--- config.mk ---
export PLATFORM = sky130hd
export DESIGN_NAME = seq_divider
export DESIGN_NICKNAME = d
export VERILOG_FILES = /design/src/rtl/seq_divider.sv
export SDC_FILE = /design/constraint.sdc
export NUM_CORES = 1
export LEC_CHECK = 0
export CORE_MARGIN = 2
export CORE_UTILIZATION = 34
export CTS_BUF_LIST = sky130_fd_sc_hd__clkbuf_4 sky130_fd_sc_hd__clkbuf_8 sky130_fd_sc_hd__clkbuf_16
export CTS_CLUSTER_DIAMETER = 60
export DETAILED_ROUTE_END_ITERATION = 16
export SYNTH_ARGS = -nofsm -noshare
export SYNTH_HDL_FRONTEND = slang
export SYNTH_SLANG_ARGS = --single-unit
--- constraint.sdc ---
create_clock -name clk -period 2.7 [get_ports clk]
set_input_delay 0.54 -clock clk [delete_from_list [all_inputs] [get_ports clk]]
set_output_delay 0.54 -clock clk [all_outputs]
set_load 0.005 [all_outputs]
--- src/rtl/seq_divider.sv ---
// rtl/seq_divider.sv - sequential unsigned restoring divider, one quotient bit per clock
// Optional divide-by-zero flag port dz: define SEQ_DIVIDER_DZ_EN.
module seq_divider #(
  parameter int WIDTH = 4
) (
  input  logic             clk,
  input  logic             rst_n,
  input  logic             start,
  input  logic [WIDTH-1:0] a,
  input  logic [WIDTH-1:0] b,
  output logic [WIDTH-1:0] q,
  output logic [WIDTH-1:0] r,
  output logic             busy,
  output logic             done
`ifdef SEQ_DIVIDER_DZ_EN
  ,
  output logic             dz
`endif
);

  localparam int CW = $clog2(WIDTH + 1);

  typedef enum logic [1:0] {
    S_IDLE = 2'd0,
    S_CALC = 2'd1,
    S_DONE = 2'd2
  } state_t;

  state_t           state_q, state_d;
  logic [CW-1:0]    cnt_q, cnt_d;
  // After every restore/subtract the partial remainder is below the divisor,
  // so only its low WIDTH bits need storing; the shifted copy carries WIDTH+1.
  logic [WIDTH-1:0] pr_q, pr_d;
  logic [WIDTH-1:0] dq_q, dq_d;
  logic [WIDTH-1:0] b_q, b_d;
  logic [WIDTH-1:0] q_q, q_d;
  logic [WIDTH-1:0] r_q, r_d;
  logic [WIDTH:0]   pr_sh;
  logic [WIDTH:0]   diff;
  logic             no_borrow;
`ifdef SEQ_DIVIDER_DZ_EN
  logic             dz_q, dz_d;
`endif

  always_comb begin
    state_d   = state_q;
    cnt_d     = cnt_q;
    pr_d      = pr_q;
    dq_d      = dq_q;
    b_d       = b_q;
    q_d       = q_q;
    r_d       = r_q;
`ifdef SEQ_DIVIDER_DZ_EN
    dz_d      = dz_q;
`endif
    // Trial subtract in adder form: invert b, carry-in 1; bit WIDTH is no-borrow.
    pr_sh     = {pr_q, dq_q[WIDTH-1]};
    diff      = pr_sh + {1'b0, ~b_q} + {{WIDTH{1'b0}}, 1'b1};
    no_borrow = diff[WIDTH];

    case (state_q)
      S_IDLE: begin
        if (start) begin
          state_d = S_CALC;
          dq_d    = a;
          b_d     = b;
          pr_d    = '0;
          cnt_d   = '0;
`ifdef SEQ_DIVIDER_DZ_EN
          dz_d    = 1'b0;
`endif
        end
      end
      S_CALC: begin
        if (cnt_q == CW'(WIDTH)) begin
          state_d = S_DONE;
          q_d     = dq_q;
          r_d     = pr_q;
`ifdef SEQ_DIVIDER_DZ_EN
          dz_d    = (b_q == '0);
`endif
        end else begin
          pr_d  = no_borrow ? diff[WIDTH-1:0] : pr_sh[WIDTH-1:0];
          dq_d  = {dq_q[WIDTH-2:0], no_borrow};
          cnt_d = cnt_q + 1'b1;
        end
      end
      S_DONE:  state_d = S_IDLE;
      default: state_d = S_IDLE;
    endcase
  end

  always_ff @(posedge clk or negedge rst_n) begin
    if (!rst_n) begin
      state_q <= S_IDLE;
      cnt_q   <= '0;
      pr_q    <= '0;
      dq_q    <= '0;
      b_q     <= '0;
      q_q     <= '0;
      r_q     <= '0;
`ifdef SEQ_DIVIDER_DZ_EN
      dz_q    <= 1'b0;
`endif
    end else begin
      state_q <= state_d;
      cnt_q   <= cnt_d;
      pr_q    <= pr_d;
      dq_q    <= dq_d;
      b_q     <= b_d;
      q_q     <= q_d;
      r_q     <= r_d;
`ifdef SEQ_DIVIDER_DZ_EN
      dz_q    <= dz_d;
`endif
    end
  end

  assign q    = q_q;
  assign r    = r_q;
  assign busy = (state_q != S_IDLE);
  assign done = (state_q == S_DONE);
`ifdef SEQ_DIVIDER_DZ_EN
  assign dz   = dz_q;
`endif

endmodule

# Word level (Yosys, flattened, before mapping)
# Index checks and enable logic that the tools add are counted.
totals:
  reg_bits: 25
  in_bits: 11
  out_inout_bits: 10
  wordCells: 37
op_classes:
  add_sub_neg: 3
  eq_ne: 6
  n_mux: 13
  bitwise: 1
  n_reduce_logical: 7
ops:
  columns: ["cell", "n"]
  rows:
  - ["$mux W4", 5]
  - ["$pmux W4 S2", 2]
  - ["$mux W3", 2]
  - ["$ne A2 B2 Y1 const B", 3]
  - ["$pmux W3 S2", 1]
  - ["$reduce_and A2 Y1", 3]
  - ["$add A5 B1 Y5 const B", 1]
  - ["$add A5 B4 Y5", 1]
  - ["$mux W2", 2]
  - ["$not A4 Y4", 1]
  - ["$pmux W2 S2", 1]
  - ["$reduce_bool A2 Y1", 2]
  - ["$add A3 B1 Y3 const B", 1]
  - ["$eq A3 B3 Y1 const B", 1]
  - ["$reduce_and A3 Y1", 1]
  - ["$eq A2 B1 Y1 const B", 1]
  - ["$eq A2 B2 Y1 const B", 1]
  - ["$logic_not A2 Y1", 1]

# Logic depth before layout (Yosys ltp)
depth:
  word_depth: 6
  mapped_depth: 8
  depth_no_buf: 8

# Least setup slack after synthesis
# OpenSTA, ideal clock, no wires.
synth_path:
  kind: "register to register"
  start: "register dq_q[3]"
  end: "register pr_q[1]"
  setup_ps: 74
  t_arrival_ps: 2008
  required_ps: 2626
  slack_ps: 618
  stages_incl_launch_ff: 9
  path_buffers: 0
  cell_sequence: "dfrtp_1 > inv_1 > ha_1 > fa_1 > nand2b_1 > a21oi_2 > xor2_2 > mux2_2 > o21ai_2"
synth_between:
  elab_chain_len: 5
synth_rtl:
  columns: ["element", "line", "rtl"]
  rows:
  - ["start, declared", "34", "logic [WIDTH-1:0] dq_q, dq_d;"]
  - ["start signal, assigned", "109", "dq_q <= dq_d;"]
  - ["$add A5 B4 Y5", "58", "diff = pr_sh + {1'b0, ~b_q} + {{WIDTH{1'b0}}, 1'b1};"]
  - ["$add A5 B1 Y5", "58", null]
  - ["$mux W4", "83", "pr_d = no_borrow ? diff[WIDTH-1:0] : pr_sh[WIDTH-1:0];"]
  - ["$mux W4", "75", "if (cnt_q == CW'(WIDTH)) begin"]
  - ["$pmux W4 S2", "61", "case (state_q)"]
  - ["end signal, assigned", "108", "pr_q <= pr_d;"]
  - ["end, declared", "33", "logic [WIDTH-1:0] pr_q, pr_d;"]
# No other way between the ends. The select of a mux whose other input is x is not followed.
# A chain may end at the register's enable or synchronous reset.

# Worst setup path in the final report
layout_path:
  start: "register dq_q[3]"
  end: "register pr_q[0]"
layout_between:
  elab_chain_len: 5
layout_rtl:
  columns: ["element", "line"]
  rows:
  - ["$add A5 B4 Y5", "58"]
  - ["$add A5 B1 Y5", "58"]
  - ["$mux W4 (*)", "83"]
  - ["$mux W4 (*)", "75"]
  - ["$pmux W4 S2 (*)", "61"]
# Every way passes the cells marked *; elsewhere a longest branch is shown, timed or not. The select of a mux whose other input is x is not followed.

==> flow_summary_export.csv <==
group,metric,value,unit
status,status,"completed",
critical_path,cp.required,2.95,ns
floorplanning,die_w,63.9,µm
clocking,clock_path_buffers,2,
detailed_routing,avgViaCountPerCell,4.60,
detailed_routing,route.vias.total,828,
critical_path,path_max_fanout,5,
detailed_routing,drc,0,
detailed_routing,drtIter0Drc,40,
place,globalplace.congestion,0.770,
logic_synthesis,synth_fp_nets,130,
power_and_ir_drop,pwr-share-clk,0.096,
logic_synthesis,synthTopCellsByArea,"dfrtp_1 51%, mux2_2 7.4%, ha_1 6.1%",
layout,final_common_cell,"dfrtp_1",
logic_synthesis,yosys.area_share.adder,0.0779,
timing,worstMarginPinSlew,0.514,ns
critical_path,path_buf_inv,1,
global_routing,grtUsageTotal,0.125,
logic_synthesis,synth_top_cell_area_share,0.512,
detailed_routing,ant_nets,0,
timing,min_period_over_period,0.833,
floorplanning,die_area,4090,µm²
floorplanning,start_util,0.360,
timing,fin_skew,0.0123,ns
hold_path,hp-start,"dq_q[3]$_DFFE_PN0P_",
floorplanning,coreArea,3390,µm²
global_routing,overflow,0,
detailed_routing,drtPass1Iterations,4,
logic_synthesis,yosysWarnings,0,
hold_path,hold_end,"dq_q[3]$_DFFE_PN0P_",
logic_synthesis,synth_top_family_by_area,"multiplexers",
power_and_ir_drop,switching_power,0.729,mW
power_and_ir_drop,p_leak,0.692,nW
hold_path,holdPathStages,2,
layout,fin_util,0.441,
place,port_buffers,20,
critical_path,r2r_end,"pr_q[0]$_DFFE_PN0P_",
power_and_ir_drop,ir_drop,516,µV
critical_path,cp-end-kind,"register",
hold_path,min_path_type,"register to register",
timing,fin_crit,2.25,ns
clocking,cts_tree,"yes",
logic_synthesis,muxShareOfSynthArea,0.132,
logic_synthesis,post_synth_inst_count,112,
global_routing,grt_pass1_vias,808,
floorplanning,io_pins,21,
logic_synthesis,synth_top_area_cell,"dfrtp_1",
clocking,cts_setup_buffers,0,
clocking,htreeDepth,1,
critical_path,reg2reg_slack,0.45,ns
place,dp_hpwl,1.59,mm
logic_synthesis,ys_seq_area_frac,0.512,
logic_synthesis,synthDistinctLibCells,28,
critical_path,reg2reg_from,"dq_q[3]$_DFFE_PN0P_",
logic_synthesis,syn-cell-area,1220,µm²
critical_path,critPathMaxStageDelay,0.40,ns
power_and_ir_drop,switching_share,0.389,
global_routing,grt_antenna_before_repair,0,
power_and_ir_drop,p_int,1.14,mW
critical_path,slowest_stage,"fa_1",
place,dp.cells,176,
timing,final_hold_viol_count,0,
critical_path,cp.arrival,2.50,ns
logic_synthesis,ys_ff_latch,25,
layout,diodes,0,
clocking,numCtsBuffers,3,
timing,setup_viol,0,
layout,layout_common_cells,"25 x dfrtp_1, 20 x clkdlybuf4s50_1, 16 x nand2_1",
logic_synthesis,avgSynthCellArea,10.9,µm²
critical_path,startpoint_type,"register",
timing,max_freq,0.445,GHz
global_routing,grt_first_pass_wirelength,3.93,mm
critical_path,crit_start,"dq_q[3]$_DFFE_PN0P_",
logic_synthesis,synth-compound-area-share,0.0809,
critical_path,worstSetupPathType,"register to register",
clocking,post_cts_resized,0,
clocking,insertion_delay,0.32,ns
layout,drive_gt1_frac,0.142,
layout,nNetsFinal,153,
timing,rsz0062_at_grt,"false",
clocking,clock_sinks,25,
critical_path,worstRegToRegCells,8,
global_routing,grt_max_degree,26,
layout,syn2layout_area_growth,22.5,%
detailed_routing,wl,2.25,mm
job,max-cap-violations,0,
timing,slew_headroom,0.656,
power_and_ir_drop,p_comb_frac,0.542,
power_and_ir_drop,power_density,1250,nW/µm²
floorplanning,die_y,63.9,µm
clocking,clkTransAtPathRegs,0.14,ns
power_and_ir_drop,pwr-share-seq,0.361,
logic_synthesis,synth-simple-area-share,0.115,
timing,tns,0,ns
timing,maxSlewViolCount,0,
critical_path,path_delay_family,"adder cells",
critical_path,crit_chain,"inv_1 > ha_1 > fa_1 > nand2b_1 > a21oi_2 > xor2_2 > mux2_1 > o22ai_1",
clocking,cts-hold-fix-buffers,0,
clocking,clockRootBuffer,"clkbuf_4",
logic_synthesis,synthXorXnorAreaFrac,0.0348,
layout,final_cell_count_no_fill,180,
floorplanning,rows,21,
detailed_routing,wl_per_cell,12.5,µm
## cells in the mapped netlist
| cell type | n |
|---|---|
| mux2i_1 | 6 |
| nor2_1 | 4 |
| mux2_2 | 8 |
| o21ai_1 | 2 |
| xor2_2 | 1 |
| nand2b_1 | 1 |
| buf_2 | 1 |
| dfrtp_1 | 25 |
| nor2_2 | 1 |
| buf_4 | 2 |
| o21ai_0 | 12 |
| ha_1 | 6 |
| mux2_1 | 1 |
| or3_4 | 1 |
| xnor2_1 | 1 |
| inv_1 | 10 |
| o21ai_2 | 1 |
| nand2_1 | 16 |
| and2b_1 | 1 |
| and3_1 | 1 |
| fa_1 | 1 |
| nor2b_1 | 1 |
| or2_2 | 1 |
| o22ai_1 | 1 |
| nand3_1 | 3 |
| a21oi_2 | 1 |
| a21oi_1 | 1 |
| xor2_1 | 2 |
## state kept, by name (all words and copies together), names as in the netlist
name and count:
b_q 4, r 4, q 4, state_q 2, cnt_q 3, pr_q 4, dq_q 4
## cells by family (layout without fill, tap and decap cells)
kind of cell | Yosys count | count (layout)
compound gates | 18 | 18
buf+inv | 13 | 35
flops | 25 | 25
xor+xnor | 4 | 4
fa+ha+maj | 7 | 7
mux | 15 | 15
simple gates | 30 | 30
## worst reg2reg max path: stages, from the launching register on
cell      delay (ns)
dfrtp_1         0.37
inv_1           0.07
ha_1            0.22
fa_1            0.40
nand2b_1        0.17
a21oi_2         0.17
xor2_2          0.32
mux2_1          0.37
o22ai_1         0.12
## per-stage QoR
step | hold WS [ns] | total power [mW] | area (µm²) | setup WS (ns)
floorplan | 0.244 | 1.41 | 1220 | 0.618
global placement | 0.462 | 1.68 | 1470 | 0.547
detailed placement | 0.475 | 1.71 | 1470 | 0.442
CTS | 0.506 | 1.90 | 1500 | 0.420
global route | 0.541 | 2.06 | 1500 | 0.284
finish | 0.500 | 1.87 | 1500 | 0.450
## metal layers
metal | up-vias | global-route usage | wire length (µm)
met5 | - | 0 | 0
met4 | 0 | 0.0245 | 18
met3 | 2 | 0.0405 | 121
met2 | 19 | 0.185 | 950
met1 | 394 | 0.178 | 1160
li1 | 413 | - | -
## area by class of cell
type,instances,area (µm²)
well taps,46,57.6
repair buffers,21,208
clock buffers,4,30.0
flip-flops and latches,25,626
fillers,327,1890
multi-input cells,74,538
inverters,10,37.5
## worst max-delay path by stage
| stage | cells after the start | end | slack [ns] |
|---|---|---|---|
| after floorplan | 8 | pr_q[1]$_DFFE_PN0P_ | 0.62 |
| after global placement | 8 | pr_q[1]$_DFFE_PN0P_ | 0.55 |
| after detailed placement | 8 | pr_q[0]$_DFFE_PN0P_ | 0.44 |
| after CTS | 8 | pr_q[0]$_DFFE_PN0P_ | 0.42 |
| after global routing | 8 | pr_q[0]$_DFFE_PN0P_ | 0.28 |
| final | 8 | pr_q[0]$_DFFE_PN0P_ | 0.45 |
## power by group through the flow
stage / clock network [mW] / registers [mW] / logic [mW]
finish: 0.181 / 0.677 / 1.02
global route: 0.203 / 0.700 / 1.15
CTS: 0.190 / 0.677 / 1.03
detailed placement: 0 / 0.684 / 1.03
global placement: 0 / 0.676 / 1.00
floorplan: 0 / 0.658 / 0.752
Power figures use the tool's default switching activity.
